<file path="src/rtl/frame_diff_bin.sv">
// Frame-difference motion detector: binarises |cur - prev| against a threshold with a
// 2-cycle pipeline and reports the motion bounding box and pixel count of each frame.
module frame_diff_bin #(
    parameter logic [10:0] IMG_HDISP   = 11'd640,
    parameter logic [10:0] IMG_VDISP   = 11'd480,
    parameter logic [7:0]  DIFF_THRESH = 8'd20
) (
    input  logic        sys_clk,
    input  logic        sys_rst_n,
    input  logic        per_frame_vsync,
    input  logic        per_frame_href,
    input  logic        per_frame_clken,
    input  logic [7:0]  cur_gray,
    input  logic [7:0]  prev_gray,
    output logic        post_frame_vsync,
    output logic        post_frame_href,
    output logic        post_frame_clken,
    output logic [23:0] bin_data,
    output logic [10:0] box_x_min,
    output logic [10:0] box_x_max,
    output logic [10:0] box_y_min,
    output logic [10:0] box_y_max,
    output logic [19:0] motion_cnt,
    output logic        motion_flag,
    output logic        box_valid
);

    localparam logic [10:0] X_LAST  = IMG_HDISP - 11'd1;
    localparam logic [10:0] Y_LAST  = IMG_VDISP - 11'd1;
    localparam logic [19:0] CNT_MAX = 20'hFFFFF;

    typedef struct packed {
        logic [10:0] x_min;
        logic [10:0] x_max;
        logic [10:0] y_min;
        logic [10:0] y_max;
        logic [19:0] cnt;
    } stats_t;

    localparam stats_t STATS_INIT = '{x_min: 11'h7FF, x_max: 11'h000,
                                      y_min: 11'h7FF, y_max: 11'h000,
                                      cnt: 20'h00000};

    // ---------------- Stage 1: absolute difference ----------------
    logic [7:0] diff_d, diff_q;
    logic       vs1_q, hr1_q, ck1_q;

    always_comb begin
        diff_d = (cur_gray >= prev_gray) ? (cur_gray - prev_gray) : (prev_gray - cur_gray);
    end

    // ---------------- Stage 2: threshold ----------------
    logic bin_d, bin_q;
    logic vs2_q, hr2_q, ck2_q;

    // Gating with the delayed qualifiers keeps bin_data at 0 outside active pixels.
    always_comb begin
        bin_d = hr1_q & ck1_q & (diff_q > DIFF_THRESH);
    end

    // NOTE: sequential state uses non-blocking assignments so every register samples
    // the pre-edge value of its neighbours, independent of statement order.
    always_ff @(posedge sys_clk or negedge sys_rst_n) begin
        if (!sys_rst_n) begin
            diff_q <= '0;
            vs1_q  <= 1'b0;
            hr1_q  <= 1'b0;
            ck1_q  <= 1'b0;
            bin_q  <= 1'b0;
            vs2_q  <= 1'b0;
            hr2_q  <= 1'b0;
            ck2_q  <= 1'b0;
        end else begin
            diff_q <= diff_d;
            vs1_q  <= per_frame_vsync;
            hr1_q  <= per_frame_href;
            ck1_q  <= per_frame_clken;
            bin_q  <= bin_d;
            vs2_q  <= vs1_q;
            hr2_q  <= hr1_q;
            ck2_q  <= ck1_q;
        end
    end

    assign post_frame_vsync = vs2_q;
    assign post_frame_href  = hr2_q;
    assign post_frame_clken = ck2_q;
    assign bin_data         = {24{bin_q}};

    // ---------------- Position tracking on stage-2 outputs ----------------
    logic        vs3_q, hr3_q;
    logic        pix_v, line_end, frame_end, motion_px;
    logic [10:0] x_cnt_d, x_cnt_q;
    logic [10:0] y_cnt_d, y_cnt_q;

    assign pix_v     = hr2_q & ck2_q;
    assign line_end  = hr3_q & ~hr2_q;
    assign frame_end = vs3_q & ~vs2_q;
    assign motion_px = bin_q & pix_v;

    // The pixel's coordinate is the count before it is incremented.
    always_comb begin
        x_cnt_d = x_cnt_q;
        if (line_end) begin
            x_cnt_d = '0;
        end else if (pix_v && (x_cnt_q != X_LAST)) begin
            x_cnt_d = x_cnt_q + 11'd1;
        end
    end

    always_comb begin
        y_cnt_d = y_cnt_q;
        if (!vs2_q) begin
            y_cnt_d = '0;
        end else if (line_end && (y_cnt_q != Y_LAST)) begin
            y_cnt_d = y_cnt_q + 11'd1;
        end
    end

    // ---------------- Running statistics and frame latch ----------------
    stats_t run_d, run_q;
    stats_t box_d, box_q;
    logic   flag_d, flag_q;
    logic   armed_d, armed_q;
    logic   box_valid_d, box_valid_q;

    // NOTE: every combinational output gets a default first so no path leaves it
    // unassigned, which would otherwise infer a latch.
    always_comb begin
        run_d = run_q;
        if (!vs2_q) begin
            run_d = STATS_INIT;
        end else if (motion_px) begin
            if (x_cnt_q < run_q.x_min) run_d.x_min = x_cnt_q;
            if (x_cnt_q > run_q.x_max) run_d.x_max = x_cnt_q;
            if (y_cnt_q < run_q.y_min) run_d.y_min = y_cnt_q;
            if (y_cnt_q > run_q.y_max) run_d.y_max = y_cnt_q;
            if (run_q.cnt != CNT_MAX)  run_d.cnt   = run_q.cnt + 20'd1;
        end
    end

    // A frame is only reported once its start (vsync low) was seen after reset.
    always_comb begin
        armed_d     = armed_q | ~vs2_q;
        box_d       = box_q;
        flag_d      = flag_q;
        box_valid_d = frame_end & armed_q;
        if (frame_end && armed_q) begin
            if (run_q.cnt == '0) begin
                box_d  = '0;
                flag_d = 1'b0;
            end else begin
                box_d  = run_q;
                flag_d = 1'b1;
            end
        end
    end

    always_ff @(posedge sys_clk or negedge sys_rst_n) begin
        if (!sys_rst_n) begin
            vs3_q       <= 1'b0;
            hr3_q       <= 1'b0;
            x_cnt_q     <= '0;
            y_cnt_q     <= '0;
            run_q       <= STATS_INIT;
            box_q       <= '0;
            flag_q      <= 1'b0;
            armed_q     <= 1'b0;
            box_valid_q <= 1'b0;
        end else begin
            vs3_q       <= vs2_q;
            hr3_q       <= hr2_q;
            x_cnt_q     <= x_cnt_d;
            y_cnt_q     <= y_cnt_d;
            run_q       <= run_d;
            box_q       <= box_d;
            flag_q      <= flag_d;
            armed_q     <= armed_d;
            box_valid_q <= box_valid_d;
        end
    end

    assign box_x_min   = box_q.x_min;
    assign box_x_max   = box_q.x_max;
    assign box_y_min   = box_q.y_min;
    assign box_y_max   = box_q.y_max;
    assign motion_cnt  = box_q.cnt;
    assign motion_flag = flag_q;
    assign box_valid   = box_valid_q;

endmodule
</file>
<file path="config.mk">
export PLATFORM = sky130hd
export DESIGN_NAME = frame_diff_bin
export DESIGN_NICKNAME = d
export VERILOG_FILES = /design/src/rtl/frame_diff_bin.sv
export SDC_FILE = /design/constraint.sdc
export NUM_CORES = 1
export LEC_CHECK = 0
export CORE_MARGIN = 5
export CORE_UTILIZATION = 32
export CTS_BUF_LIST = sky130_fd_sc_hd__clkbuf_4
export DETAILED_ROUTE_END_ITERATION = 12
export SLEW_MARGIN = 10
export SYNTH_ARGS = -nofsm -noshare
export SYNTH_HDL_FRONTEND = slang
export SYNTH_SLANG_ARGS = --single-unit
</file>
<file path="constraint.sdc">
create_clock -name sys_clk -period 2.82 [get_ports sys_clk]
set_input_delay 0.564 -clock sys_clk [delete_from_list [all_inputs] [get_ports sys_clk]]
set_output_delay 0.564 -clock sys_clk [all_outputs]
set_load 0.01 [all_outputs]
</file>
==> metrics.md, run 1 <==
| Metric | Value |
|---|---|
| Layout area overhead | `20.8%` |
| Yosys reg bits | `170` |
| Power Density | `477 mW/mm2` |
| Routed vias | `6,472` |
| Setup WS pre-CTS | `-0.212 ns` |
| Final Hold Fails | `0` |
| Length of routed met2 wiring | `8920 um` |
| CP Class | `reg -> reg` |
| Post-CTS sizing | `0` |
| Syn Area/Cell | `10.1 um2` |
| Router iterations before antenna repair | `4` |
| Final Cycle Share | `93.2%` |
| Leak | `4.92 nW` |
| Syn nets | `954` |
| # clock sinks | `170` |
| Synth area leaders | `dfrtp_1 42%, ha_1 8.7%, dfstp_2 6.6%, a22o_1 6.1%, mux2i_1 4.3%` |
| Filler cell count | `2,705` |
| Cell count after synthesis | `870` |
| CP Data Arrival Time | `3.11 ns` |
| Largest net degree at the start of global routing | `69` |
| Routability cong. | `0.800` |
| Max Clk Rate | `0.381 GHz` |
| Post-Synth Adder-Cell Area | `9.12%` |
| Layout cell share with drive strength beyond 1 | `10.2%` |
| All-layer global routing usage | `13.1%` |
| WP data required | `3.31 ns` |
| WL/cell | `14.8 um` |
| Area leader, netlist | `dfrtp_1` |
| CP Launch Type | `register` |
| Clk_skew | `0.0330 ns` |
| Synth cell types | `54` |
| Worst hold path class | `reg -> reg` |
| Number of flops mapped to enable cells by yosys | `0` |
| Largest family of logic cells by synthesized area | `simple AND/OR/NAND/NOR gates` |
| Hold depth | `0` |
| Crit. End Element | `register` |
| Initial core utilization | `32.6%` |
| Total gr overflow | `0` |
| Vias per Instance | `4.87` |
| Worst reg2reg path depth | `8` |
| Final setup vio count | `0` |
| Xor/xnor share of the synthesized area | `3.18%` |
| Simple-Gate Fraction of Synth Area | `14.2%` |
| Initial antenna violation count | `1` |
| Worst Tran Pin Value | `0.982 ns` |
| Main synth FF type | `dfrtp_1` |
| H-tree levels | `4` |
| DR DRC count | `0` |
| Core footprint | `0.0270 mm2` |
| Clk slew on worst S/H paths | `0.16 ns` |
| Worst-Skew Late Latency | `0.56 ns` |
| CTS buffer count | `17` |
| Netlist Area Pre-Place | `0.00881 mm2` |
| Share of the synthesized area in the top cell type | `42.1%` |
| Chip height | `176 um` |
| Max VDD drop | `206 uV` |
| Vias in the first global route | `6,611` |
| Period minus WS final | `2.63 ns` |
| Root buffer cell | `clkbuf_4` |
| Slew margin rel. | `34.2%` |
| Fin worst setup slack | `0.192 ns` |
| M1 wire length | `9770 um` |
| Syn. warnings | `0` |
| Die ar. | `0.0309 mm2` |
| Seq/Total Area, Yosys | `48.6%` |
| Buffer count from post-CTS setup fixing | `0` |
| Max Root-Sink Buffers | `2` |
| # IOs | `114` |
| Rows | `60` |
| DR WL met3 | `722 um` |
| Total Wirelength | `19,700 um` |
| Die X-Extent | `176 um` |
| DP Wirelength | `13,900 um` |
| Outcome | `complete, no violations` |
| CP max FO | `7` |
| Hold_ws | `0.377 ns` |
| Antenna viol nets, final | `0` |
| Max-cap violations | `0` |
| Nets@finish | `1,059` |
| Tot Pwr | `5.08 mW` |
| RSZ-0062 raised after global routing | `false` |
| First-pass GRT wire length | `33,400 um` |
| Highest metal layer with signal wires | `met4` |
| Mux cell area share after synthesis | `4.45%` |
| Max-slew violations | `0` |
| Initial DRC Count | `280` |
| Synth Area in Compound Gates | `13.4%` |
| PortBufs | `113` |
| CTS Hold Bufs | `1` |
| Share of synthesized registers carrying an async set or reset | `100%` |
| TritonCTS clock tree | `yes` |
[layout by cell type, fill, tap and decap left out, drive strengths merged, types with 3 or more instances in the layout]
master,netlist,final
clkdlybuf4s50,0,112
clkbuf,32,18
o31ai,3,3
dfstp,22,22
or3,10,10
buf,31,36
nor2,87,87
o21ai,31,31
nand3,21,21
a22o,61,61
a21o,13,13
xor2,14,14
nor4,6,6
a31oi,9,9
nand2b,4,4
a21oi,31,31
xnor2,18,18
mux2i,38,38
a21boi,3,3
inv,75,82
nor2b,12,12
nand4,17,17
nor3,10,10
and4,8,8
clkinv,0,3
a211oi,3,3
dfrtp,148,148
ha,61,61
nand2,78,78
[kinds of logic (layout without fill, tap and decap cells)]
logic type,Yosys count,count (layout)
mux,39,39
buf+inv,138,256
fa+ha+maj,63,63
flops,170,170
other cells,0,1
compound gates,165,165
xor+xnor,32,32
simple gates,263,263
[worst max-delay path, cell delays in order, from the launching register on]
cell and delay (ns):
dfrtp_1 0.51, ha_1 0.35, a21o_1 0.11, a21oi_1 0.06, nor2b_1 0.15, o31ai_1 0.10
a211oi_1 0.83, buf_4 0.29, a22o_1 0.15
[power by group]
| group | internal [mW] | switching, mW | total [mW] |
|---|---|---|---|
| Sequential | 2.59 | 0.0844 | 2.68 |
| Clock | 0.560 | 0.917 | 1.48 |
| Combinational | 0.463 | 0.461 | 0.924 |
| Total | 3.62 | 1.46 | 5.08 |
[flip-flops by register name, summed over array words and instances (netlist names), 8 cells and up]
name / cells
diff_q: 8
run_q: 64
box_x_max: 11
y_cnt_q: 11
box_y_min: 11
box_y_max: 11
motion_cnt: 20
x_cnt_q: 11
box_x_min: 11
[final cells by class]
type                            count  area [um2]  area share [%]
Antenna cell                        1        2.50          0.0235
Multi-Input combinational cell    562        3920            36.8
Clock buffer                       18         135            1.27
Inverter                           75         282            2.65
Timing Repair Buffer              149        1430            13.4
Sequential cell                   170        4280            40.3
Tap cell                          341         427            4.01
Clock inverter                     14         160            1.51
[metal layers]
layer	vias to the layer above	GRT usage (%)
met1	3123	17.9
met2	117	20.8
met4	0	3.70
met5	-	0
met3	20	3.10
li1	3212	-
[stage by stage]
stage	cell area, um2	instances	utilization [%]	setup TNS, ns
3_5_place_dp	10300	1296	38.2	-0.570
3_3_place_gp	10300	1296	38.2	-0.548
4_1_cts	10600	1329	39.3	0
2_1_floorplan	8810	870	-	0
5_1_grt	10600	1330	39.4	0
6_report	10600	1330	39.4	0
[final timing paths]
kind / startpoint / end / slack (ns)
hold reg to reg: vs1_q / post_frame_vsync / 0.38
min in group asynchronous: sys_rst_n / box_x_min[2] / 0.47
setup reg to reg: x_cnt_q[4] / run_q[43] / 0.19
hold / removal: vs1_q / post_frame_vsync / 0.38
setup / recovery: x_cnt_q[4] / run_q[43] / 0.19
max in group asynchronous: sys_rst_n / bin_q / 1.52
[Yosys cell counts, drive strengths merged (2+ instances only)]
library cell	instances
dfrtp	148
nor2	87
nand2	78
inv	75
a22o	61
ha	61
mux2i	38
clkbuf	32
a21oi	31
buf	31
o21ai	31
dfstp	22
nand3	21
xnor2	18
nand4	17
xor2	14
a21o	13
nor2b	12
nor3	10
or3	10
a31oi	9
and4	8
nor4	6
nand2b	4
a211oi	3
a21boi	3
o31ai	3
fa	2
nand3b	2
nor3b	2
o2111ai	2
o211a	2
No activity file was read; power rests on OpenSTA's default activity.
==> run 2: changes to the inputs <==
Settings changed: ABC_AREA from default to 0, CTS_CLUSTER_SIZE from default to 24.
==> results of run 2 <==
Same layout as run 1: the final DEF is identical, and so are final timing and power.
==> run 3: changes to the inputs <==
Settings changed: SKIP_CTS_REPAIR_TIMING from default to 1.
==> results of run 3 <==
Same layout as run 1: the final DEF is identical, and so are final timing and power.
